[config.mk]
export PLATFORM = sky130hd
export DESIGN_NAME = tmr_multi_flat
export DESIGN_NICKNAME = d
export VERILOG_FILES = /design/src/rtl/tmr_pkg.sv /design/src/rtl/tmr_multi_if.sv /design/src/rtl/tmr_chan.sv /design/src/rtl/tmr_multi.sv /design/src/flat_wrapper.sv
export SDC_FILE = /design/constraint.sdc
export NUM_CORES = 1
export LEC_CHECK = 0
export ABC_AREA = 1
export CORE_MARGIN = 3
export CORE_UTILIZATION = 50
export CTS_CLUSTER_SIZE = 40
export DETAILED_ROUTE_END_ITERATION = 10
export PLACE_DENSITY = 0.71
export SETUP_SLACK_MARGIN = 0.5
export SLEW_MARGIN = 20
export SYNTH_ARGS = -nofsm -noshare
export SYNTH_HDL_FRONTEND = slang
export SYNTH_SLANG_ARGS = --single-unit
[constraint.sdc]
create_clock -name clk -period 1.9 [get_ports clk]
set_clock_uncertainty 0.05 [all_clocks]
set_input_delay 0.19 -clock clk [delete_from_list [all_inputs] [get_ports clk]]
set_output_delay 0.19 -clock clk [all_outputs]
set_load 0.1 [all_outputs]
[src/rtl/tmr_pkg.sv]
// rtl/tmr_pkg.sv - register map and CTL bit positions shared by the tick timer.
// Optional interrupt enables are selected by TMR_IRQ_EN.
package tmr_pkg;

  localparam logic [3:0] ADDR_TICKS  = 4'd0;
  localparam logic [3:0] ADDR_STATUS = 4'd1;
  localparam int         CH_BASE     = 2;
  localparam int         CH_STRIDE   = 2;

  localparam int CTL_EN  = 0;
  localparam int CTL_PER = 1;
  localparam int CTL_IE  = 2;

  function automatic logic [3:0] cnt_addr(input int c);
    return 4'(CH_BASE + CH_STRIDE * c);
  endfunction

  function automatic logic [3:0] ctl_addr(input int c);
    return 4'(CH_BASE + CH_STRIDE * c + 1);
  endfunction

endpackage

[src/rtl/tmr_multi_if.sv]
// rtl/tmr_multi_if.sv - word-addressed register bus between the CPU and the tick timer.
interface tmr_multi_if;
  logic        en;
  logic        wr;
  logic [3:0]  addr;
  logic [31:0] din;
  logic [31:0] dout;

  modport master (output en, output wr, output addr, output din, input dout);
  modport slave  (input en, input wr, input addr, input din, output dout);
endinterface

[src/rtl/tmr_chan.sv]
// rtl/tmr_chan.sv - one down-counting timer channel with reload and CTL bits.
// The ie bit exists only when TMR_IRQ_EN is defined.
module tmr_chan
  import tmr_pkg::*;
#(
  parameter int CNT_WIDTH = 32
) (
  input  logic                 clk,
  input  logic                 rst_n,
  input  logic                 tick,
  input  logic                 load,
  input  logic                 ctl_wr,
  input  logic [31:0]          din,
  output logic [CNT_WIDTH-1:0] count,
  output logic [2:0]           ctl,
  output logic                 expire
);

  logic [CNT_WIDTH-1:0] count_q, count_d;
  logic [CNT_WIDTH-1:0] reload_q, reload_d;
  logic                 en_q, en_d;
  logic                 per_q, per_d;
  logic                 ie_q, ie_d;

  // A CTL write lands before the tick is evaluated, so enabling on a tick edge counts it.
  always_comb begin
    count_d  = count_q;
    reload_d = reload_q;
    en_d     = en_q;
    per_d    = per_q;
    ie_d     = ie_q;
    expire   = 1'b0;
    if (ctl_wr) begin
      en_d  = din[CTL_EN];
      per_d = din[CTL_PER];
`ifdef TMR_IRQ_EN
      ie_d  = din[CTL_IE];
`endif
    end
    if (load) begin
      count_d  = din[CNT_WIDTH-1:0];
      reload_d = din[CNT_WIDTH-1:0];
    end else if (tick && en_d) begin
      if (count_q > CNT_WIDTH'(1)) begin
        count_d = count_q - CNT_WIDTH'(1);
      end else if (count_q == CNT_WIDTH'(1)) begin
        expire = 1'b1;
        if (per_d) begin
          count_d = reload_q;
        end else begin
          count_d = '0;
          en_d    = 1'b0;
        end
      end
    end
  end

  always_ff @(posedge clk or negedge rst_n) begin
    if (!rst_n) begin
      count_q  <= '0;
      reload_q <= '0;
      en_q     <= 1'b0;
      per_q    <= 1'b0;
      ie_q     <= 1'b0;
    end else begin
      count_q  <= count_d;
      reload_q <= reload_d;
      en_q     <= en_d;
      per_q    <= per_d;
      ie_q     <= ie_d;
    end
  end

  assign count = count_q;
  assign ctl   = {ie_q, per_q, en_q};

endmodule

[src/rtl/tmr_multi.sv]
// rtl/tmr_multi.sv - prescaled tick counter with NCHAN interrupting timer channels.
// irq is driven only when TMR_IRQ_EN is defined; otherwise it is tied low.
module tmr_multi
  import tmr_pkg::*;
#(
  parameter int CLK_PER_TICK = 25000,
  parameter int CNT_WIDTH    = 32,
  parameter int NCHAN        = 2
) (
  input  logic             clk,
  input  logic             rst_n,
  tmr_multi_if.slave       bus,
  output logic [NCHAN-1:0] irq
);

  localparam int PW = $clog2(CLK_PER_TICK);

  logic [PW-1:0]        presc_q, presc_d;
  logic [CNT_WIDTH-1:0] ticks_q, ticks_d;
  logic [NCHAN-1:0]     pending_q, pending_d;
  logic [NCHAN-1:0]     load, ctl_wr, expire, clr;
  logic [CNT_WIDTH-1:0] ch_count [NCHAN];
  logic [2:0]           ch_ctl   [NCHAN];
  logic                 tick, wr_en, rd_en;
  logic [31:0]          rdata;

  assign wr_en = bus.en & bus.wr;
  assign rd_en = bus.en & ~bus.wr;
  assign tick  = (presc_q == PW'(CLK_PER_TICK - 1));

  always_comb begin
    load   = '0;
    ctl_wr = '0;
    for (int c = 0; c < NCHAN; c++) begin
      load[c]   = wr_en && (bus.addr == cnt_addr(c));
      ctl_wr[c] = wr_en && (bus.addr == ctl_addr(c));
    end
    clr = (wr_en && bus.addr == ADDR_STATUS) ? bus.din[NCHAN-1:0] : '0;
  end

  // Software writes beat the tick for TICKS; an expiry beats a STATUS clear.
  always_comb begin
    presc_d = tick ? '0 : presc_q + PW'(1);
    ticks_d = ticks_q;
    if (wr_en && bus.addr == ADDR_TICKS) begin
      ticks_d = bus.din[CNT_WIDTH-1:0];
    end else if (tick) begin
      ticks_d = ticks_q + CNT_WIDTH'(1);
    end
    pending_d = (pending_q & ~clr) | expire;
  end

  always_ff @(posedge clk or negedge rst_n) begin
    if (!rst_n) begin
      presc_q   <= '0;
      ticks_q   <= '0;
      pending_q <= '0;
    end else begin
      presc_q   <= presc_d;
      ticks_q   <= ticks_d;
      pending_q <= pending_d;
    end
  end

  for (genvar c = 0; c < NCHAN; c++) begin : g_chan
    tmr_chan #(.CNT_WIDTH(CNT_WIDTH)) u_chan (
      .clk    (clk),
      .rst_n  (rst_n),
      .tick   (tick),
      .load   (load[c]),
      .ctl_wr (ctl_wr[c]),
      .din    (bus.din),
      .count  (ch_count[c]),
      .ctl    (ch_ctl[c]),
      .expire (expire[c])
    );
  end

  always_comb begin
    rdata = '0;
    if (bus.addr == ADDR_TICKS) begin
      rdata = 32'(ticks_q);
    end else if (bus.addr == ADDR_STATUS) begin
      rdata = 32'(pending_q);
    end
    for (int c = 0; c < NCHAN; c++) begin
      if (bus.addr == cnt_addr(c)) rdata = 32'(ch_count[c]);
      if (bus.addr == ctl_addr(c)) rdata = {29'b0, ch_ctl[c]};
    end
  end

  assign bus.dout = rd_en ? rdata : '0;

`ifdef TMR_IRQ_EN
  always_comb begin
    irq = '0;
    for (int c = 0; c < NCHAN; c++) begin
      irq[c] = pending_q[c] & ch_ctl[c][CTL_IE];
    end
  end
`else
  assign irq = '0;
`endif

endmodule

[src/flat_wrapper.sv]
// flat-port wrapper written by rule: the top's interface ports become plain ports
module tmr_multi_flat import tmr_pkg::*;
#(
  parameter int CLK_PER_TICK = 25000,
  parameter int CNT_WIDTH    = 32,
  parameter int NCHAN        = 2
)
  (clk, rst_n, irq, bus_en, bus_wr, bus_addr, bus_din, bus_dout);
  tmr_multi_if bus_i ();
  input  logic clk;
  input  logic rst_n;
  output logic [NCHAN-1:0] irq;
  input wire logic [$bits(bus_i.en)-1:0] bus_en;
  input wire logic [$bits(bus_i.wr)-1:0] bus_wr;
  input wire logic [$bits(bus_i.addr)-1:0] bus_addr;
  input wire logic [$bits(bus_i.din)-1:0] bus_din;
  output wire logic [$bits(bus_i.dout)-1:0] bus_dout;
  assign bus_i.en = bus_en;
  assign bus_i.wr = bus_wr;
  assign bus_i.addr = bus_addr;
  assign bus_i.din = bus_din;
  assign bus_dout = bus_i.dout;
  tmr_multi #(.CLK_PER_TICK(CLK_PER_TICK), .CNT_WIDTH(CNT_WIDTH), .NCHAN(NCHAN)) u_core (.clk(clk), .rst_n(rst_n), .bus(bus_i), .irq(irq));
endmodule
==> summary.md <==
| Metric | Value |
|---|---|
| Remaining DRCs | `0` |
| Peak supply drop | `541 uV` |
| Slew headroom | `42.7%` |
| Clk slew on worst S/H paths | `80 ps` |
| Initial antenna violation count | `1` |
| Skew-Pair Late Insertion Delay | `450 ps` |
| DR WL/cell | `24.3 um` |
| Worst EP arrival | `2450 ps` |
| Final antenna-violating net count | `0` |
| Placed Cells incl. Taps | `2460` |
| Die H | `165 um` |
| Cts bufs inserted | `17` |
| Vias | `16800` |
| Mean post-synth cell area | `6.54 um^2` |
| Hold Violations, Final | `0` |
| First-pass GRT wire length | `82200 um` |
| Worst path required time | `2090 ps` |
| CP startpoint kind | `flip-flop` |
| Reg2reg setup slack | `-360 ps` |
| Clock buffer depth | `2` |
| Leakage | `10.3 nW` |
| Critical path fanouts, max | `2` |
| Most instantiated library cell after synthesis | `nand2_1` |
| Failing checks | `setup timing` |
| Post-synthesis adder-cell area fraction | `0.593%` |
| Area of the core | `24600 um^2` |
| Final worst setup slack | `-356 ps` |
| Pre-antenna DRT Iters | `7` |
| Final setup fails | `127` |
| Reg2Reg Depth | `7` |
| Crit Path Class | `flip-flop to flip-flop` |
| Synth Area in Compound Gates | `8.75%` |
| HP Class | `input port to async pin` |
| Pins Over Slew Limit | `0` |
| Post-synthesis mux area share | `0%` |
| Max cap viols | `0` |
| Total GRT Usage | `39.3%` |
| Final Util | `85.5%` |
| Fill cells | `1216` |
| Sequential-to-total area share from yosys stat | `35.8%` |
| Die area | `27300 um^2` |
| Status | `complete, but fails checks` |
| Largest net degree at the start of global routing | `53` |
| Die Wd | `165 um` |
| Netlist Area Pre-Place | `12700 um^2` |
| Least-Margin Pin Slew | `857 ps` |
| PwrDens | `789 nW/um^2` |
| Htree depth | `4` |
| Post-route insts no fill | `2644` |
| Vias per inst | `6.35` |
| Area occupied by multi-input gates | `9220 um^2` |
| Clk sinks | `181` |
| Nets | `2354` |
| Clock root buffer | `clkbuf_16` |
| R2R Path End | `u_core.ticks_q[6]` |
| Layout cell share with drive strength beyond 1 | `43.0%` |
| Vias in the first global route | `15000` |
| Final HPWL DP | `34500 um` |
| Simple-gate share of the synthesized area | `40.0%` |
| Ports | `74` |
| Layout area overhead | `66.1%` |
| Element type at the critical path end | `flip-flop` |
| CTS tree | `built` |
| Reg2reg start | `u_core.ticks_q[1]` |
| Total congestion overflow | `0` |
| Period utilisation layout | `119%` |
| Main combinational cell family by area after synthesis | `simple AND/OR/NAND/NOR gates` |
| Final wirelength | `64300 um` |
| Yosys Warn Count | `0` |
| Cell Rows | `57` |
| Max Fclk | `0.443 GHz` |
| Initial Util | `51.5%` |
| Register bit total from synthesis | `181` |
| RSZ-0062 raised after global routing | `yes` |
| Area contributors post-synth | `dfrtp_1 (36%), nand2_1 (19%), inv_1 (7.9%), nand3_1 (7.6%), nor2_1 (6.4%)` |
| Ys async rst share | `100%` |
| XOR/XNOR share of the synthesized area | `3.46%` |
| Synth cell count leaders | `nand2_1 (652), inv_1 (267), nor2_1 (216), nand3_1 (193), dfrtp_1 (181)` |
| Drt initial violations | `2240` |
| Syn Inst Count | `1938` |
| Post-synth top flop | `dfrtp_1` |
| Post-synth cell types | `42` |
| Post-synth EDFFs | `0` |
| Top cell type's share of synthesized area | `35.8%` |
| Routability cong. | `0.991` |
| Post-route minimum period | `2260 ps` |
| Buffers on Ports | `71` |
| Synth area leader | `dfrtp_1` |
| Register area | `4550 um^2` |
critical path: stages (launching register included):
cell      delay (ps)
dfrtp_1          390
buf_6            120
ha_4             140
nand3_4           90
nor2_4           130
buf_4            140
xor2_1           670
o221ai_2         320
cell families (layout without fill, tap and decap cells):
family	after synthesis	after routing
other cells	1	3
simple gates	1173	1174
fa+ha+maj	6	6
compound gates	182	182
flops	181	181
xor+xnor	50	50
buf+inv	345	724
per-layer routing:
| metal | vias up | GRT usage [%] | wire length, um |
|---|---|---|---|
| li1 | 6870 | - | - |
| met1 | 7802 | 48.3 | 21200 |
| met2 | 1532 | 65.1 | 28900 |
| met3 | 573 | 7.16 | 7720 |
| met4 | 2 | 22.2 | 6430 |
| met5 | - | 0 | 63 |
area by class of cell:
class / instances / area share [%]
Antenna cell: 1 / 0.0119
Clock buffer: 20 / 2.12
Clock inverter: 10 / 0.589
Inverter: 275 / 6.05
Multi-Input combinational cell: 1414 / 43.8
Sequential cell: 181 / 21.6
Tap cell: 324 / 1.93
Timing Repair Buffer: 418 / 23.8
Timing Repair inverter: 1 / 0.0535
timing repair:
action | in CTS | in global routing
gates cloned | 21 | 5
pin swaps | 113 | 179
endpoints found under the hold margin | 47 | 0
gates resized for setup | 468 | 362
hold buffers | 1 | 0
buffers inserted | 75 | 51
setup endpoints to repair | 202 | 196
worst max path at each step:
stage               slack [ps]                         startpoint                                end
finish                    -360                  u_core.ticks_q[1]                  u_core.ticks_q[6]
global route              -300                  u_core.presc_q[1]                  u_core.ticks_q[6]
CTS                         -9  u_core.g_chan[1].u_chan.count[12]  u_core.g_chan[1].u_chan.count[27]
detailed placement        -330                        bus_addr[3]                 u_core.ticks_q[28]
global placement          -270                        bus_addr[3]  u_core.g_chan[0].u_chan.count[17]
floorplan                  190   u_core.g_chan[1].u_chan.count[0]  u_core.g_chan[1].u_chan.count[17]
where the power goes:
part | internal [mW] | total, mW | switching [mW]
combinational | 2.96 | 7.77 | 4.81
clock | 1.97 | 3.65 | 1.68
sequential | 4.58 | 5.19 | 0.604
total | 9.52 | 16.6 | 7.09
sequential cells by signal (all words and copies together) (netlist names):
name and count:
u_core.g_chan.u_chan.per_q 2, u_core.g_chan.u_chan.reload_q 64, u_core.ticks_q 32, u_core.pending_q 2, u_core.g_chan.u_chan.count 64, u_core.g_chan.u_chan.en_q 2, u_core.presc_q 15
layout by cell type (no fill, tap or decap), types with 34 or more instances in the layout:
| master | synthesis | final |
|---|---|---|
| buf_12 | 1 | 71 |
| buf_4 | 11 | 168 |
| buf_6 | 9 | 108 |
| clkdlybuf4s50_1 | 0 | 34 |
| clkinvlp_4 | 0 | 36 |
| dfrtp_1 | 181 | 168 |
| inv_1 | 267 | 193 |
| nand2_1 | 652 | 444 |
| nand2_2 | 7 | 138 |
| nand2_4 | 5 | 75 |
| nand3_1 | 193 | 142 |
| nand3_2 | 10 | 57 |
| nor2_1 | 216 | 155 |
| nor2_2 | 21 | 41 |
| nor2_4 | 5 | 47 |
| o21ai_0 | 108 | 46 |
| o21ai_2 | 1 | 51 |
| xor2_1 | 43 | 42 |
metrics by stage:
step	TNS [ps]	setup slack [ps]	total power, mW	instance area, um^2	hold WS [ps]
6_report	-13950	-356	16.6	21000	224
5_1_grt	-19500	-300	17.2	21000	263
4_1_cts	-23.9	-8.52	15.0	19100	258
3_5_place_dp	-35620	-333	10.5	16000	151
3_3_place_gp	-25330	-274	10.3	16000	153
2_1_floorplan	0	187	8.33	13300	-156
(Power assumes the default switching activity.)
==> RTL edit, RTL diff (same flow settings) <==
`CLK_PER_TICK` is set to 25000 in 2 places; all go to 100000.
--- a/src/rtl/tmr_multi.sv
+++ b/src/rtl/tmr_multi.sv
@@ -3,7 +3,7 @@
 module tmr_multi
   import tmr_pkg::*;
 #(
-  parameter int CLK_PER_TICK = 25000,
+  parameter int CLK_PER_TICK = 100000,
   parameter int CNT_WIDTH    = 32,
   parameter int NCHAN        = 2
 ) (
--- a/src/flat_wrapper.sv
+++ b/src/flat_wrapper.sv
@@ -1,7 +1,7 @@
 // flat-port wrapper written by rule: the top's interface ports become plain ports
 module tmr_multi_flat import tmr_pkg::*;
 #(
-  parameter int CLK_PER_TICK = 25000,
+  parameter int CLK_PER_TICK = 100000,
   parameter int CNT_WIDTH    = 32,
   parameter int NCHAN        = 2
 )
Behaviour: no difference found for any inputs over 4 cycles, from zero or initial values and one cycle with rst_n low; that may be too few to reach the edited logic, so the function may still have changed.
==> RTL edit against the unedited design <==
- the flow still finishes with violations (setup timing)
- die area rose by 1.3%
- sequential cell count increased by 2
- non-clock buffer count shrank 9
- wire length is 14% lower
- power down 3.2%
- synthesized area is 1.4% higher
- final area down 5.0%
- setup slack improved by 0.23 ns
- count of clock-buffer cells in the layout unchanged
- critical path depth is 3 higher
- maximum frequency up 12%
- first-iteration DRC count decreased by 17%
- critical path type unchanged
- largest cell class unchanged
==> RTL edit: results <==
[run_status]
status = finished with violations
violations = setup timing

[global_routing]
grt_pass1_vias = 14497
use_met2_pct = 61.2
grt_max_degree = 51
grtUsageMet1_pct = 47.5
grt_pass1_wl_um = 79000
use_met3_pct = 4.52
grtUsageTotal_pct = 36.2
antenna_found_initial = 0

[layout]
drive_above_1_share_pct = 34.6
antenna_cells = 0
fillers = 1714
nets = 2409

[logic_synthesis]
synth.yosys.seq_area_share_pct = 35.7
ys_top_cells_by_count = 706 x nand2_1, 277 x inv_1, 235 x nor2_1

[clock_tree]
clk_path_buf_depth = 2

[power]
irDropWorstVdd_mv = 0.582
p_leak_nw = 9.90

[route]
viasPerCell = 5.76
wl_per_cell_um = 20.4
drt_iter0_markers = 1858

[critical_path]
crit_fanout = 12
arrival_ns = 2.36

[placement]
gp_congestion = 0.990
hpwlAfterDp_um = 37300
dpl_worst_slack_ns = -0.314

[sta]
timing.final.ws_setup_ns = -0.122
setup-violations-final = 64
==> RTL edit: cell types whose count changed in the layout (fill, tap and decap cells not counted), moves of 12 or more <==
cell	before	now
nand2_1	444	594
nand2_2	138	67
o21ai_0	46	99
o21ai_2	51	3
buf_4	168	206
nor2_1	155	181
buf_6	108	84
nand2_4	75	54
nand3_1	142	154
nor2_4	47	35
==> RTL edit: worst max-delay path, stage by stage (launching register included) <==
cell,delay [ns]
dfrtp_1,0.40
nand2_1,0.11
nor3_2,0.31
nand3_4,0.19
buf_6,0.16
nor2_4,0.13
nand2_4,0.12
nor2_8,0.16
buf_12,0.17
nand2_1,0.08
nand2_1,0.07
==> RTL edit: routing by layer <==
| layer | part of all wire, % | vias to the layer above |
|---|---|---|
| li1 | - | 7038 |
| met1 | 39 | 7388 |
| met2 | 47 | 930 |
| met3 | 8.2 | 233 |
| met4 | 5.8 | 0 |
| met5 | 0 | - |
==> RTL edit: cell type report <==
class,count,share of cell area [%]
clock buffers,20,2.29
clock inverters,12,0.714
inverters,283,6.52
multi-input cells,1469,42.4
flip-flops and latches,183,23.0
well taps,330,2.07
repair buffers,409,23.0
==> RTL edit: what timing repair did <==
item,CTS,global route
setup endpoints to repair,210,193
endpoints found under the hold margin,128,0
hold buffers,1,0
setup buffers,69,45
gates resized for setup,260,280
cloned,8,7
pin swaps,78,110
==> RTL edit: logic make-up after synthesis <==
logic type | after synthesis | share of synthesized area [%]
adders and majority gates | 6 | 0.585
xor gates and xnor gates | 41 | 2.80
other | 1 | 0.0292
AOI/OAI and AO/OA | 178 | 8.38
DFF | 183 | 35.7
and+or+nand+nor | 1242 | 41.3
buffers and inverters | 349 | 11.3
==> RTL edit: power by group <==
group	total (mW)	internal (mW)	switching, mW
Combinational	7.11	2.89	4.22
Sequential	5.18	4.62	0.559
Clock	3.79	2.04	1.76
==> RTL edit: path summary, 6_finish.rpt <==
check / from / end / cells after the start / slack [ns]
max reg2reg: u_core.presc_q[16] / u_core.g_chan[1].u_chan.count[27] / 10 / -0.12
min in group clk: bus_addr[0] / u_core.pending_q[1] / 6 / 0.29
min: rst_n / u_core.presc_q[11] / 2 / 0.17
min reg2reg: u_core.g_chan[0].u_chan.reload_q[31] / u_core.g_chan[0].u_chan.reload_q[31] / 2 / 0.44
max in group asynchronous: rst_n / u_core.ticks_q[14] / 3 / 0.95
max: u_core.presc_q[16] / u_core.g_chan[1].u_chan.count[27] / 10 / -0.12
==> RTL edit: stage by stage <==
step                      instances  TNS (ns)  util [%]  hold slack [ns]  cell area [µm²]
after detailed placement       2544    -32.30      64.6           0.0844            16300
after floorplan                2001         0         -           -0.156            13400
after global routing           2706     -9.05      79.4            0.189            20000
after CTS                      2654         0      73.2            0.187            18400
after global placement         2544    -27.32      64.6           0.0880            16300
final                          2706     -5.08      79.4            0.173            20000
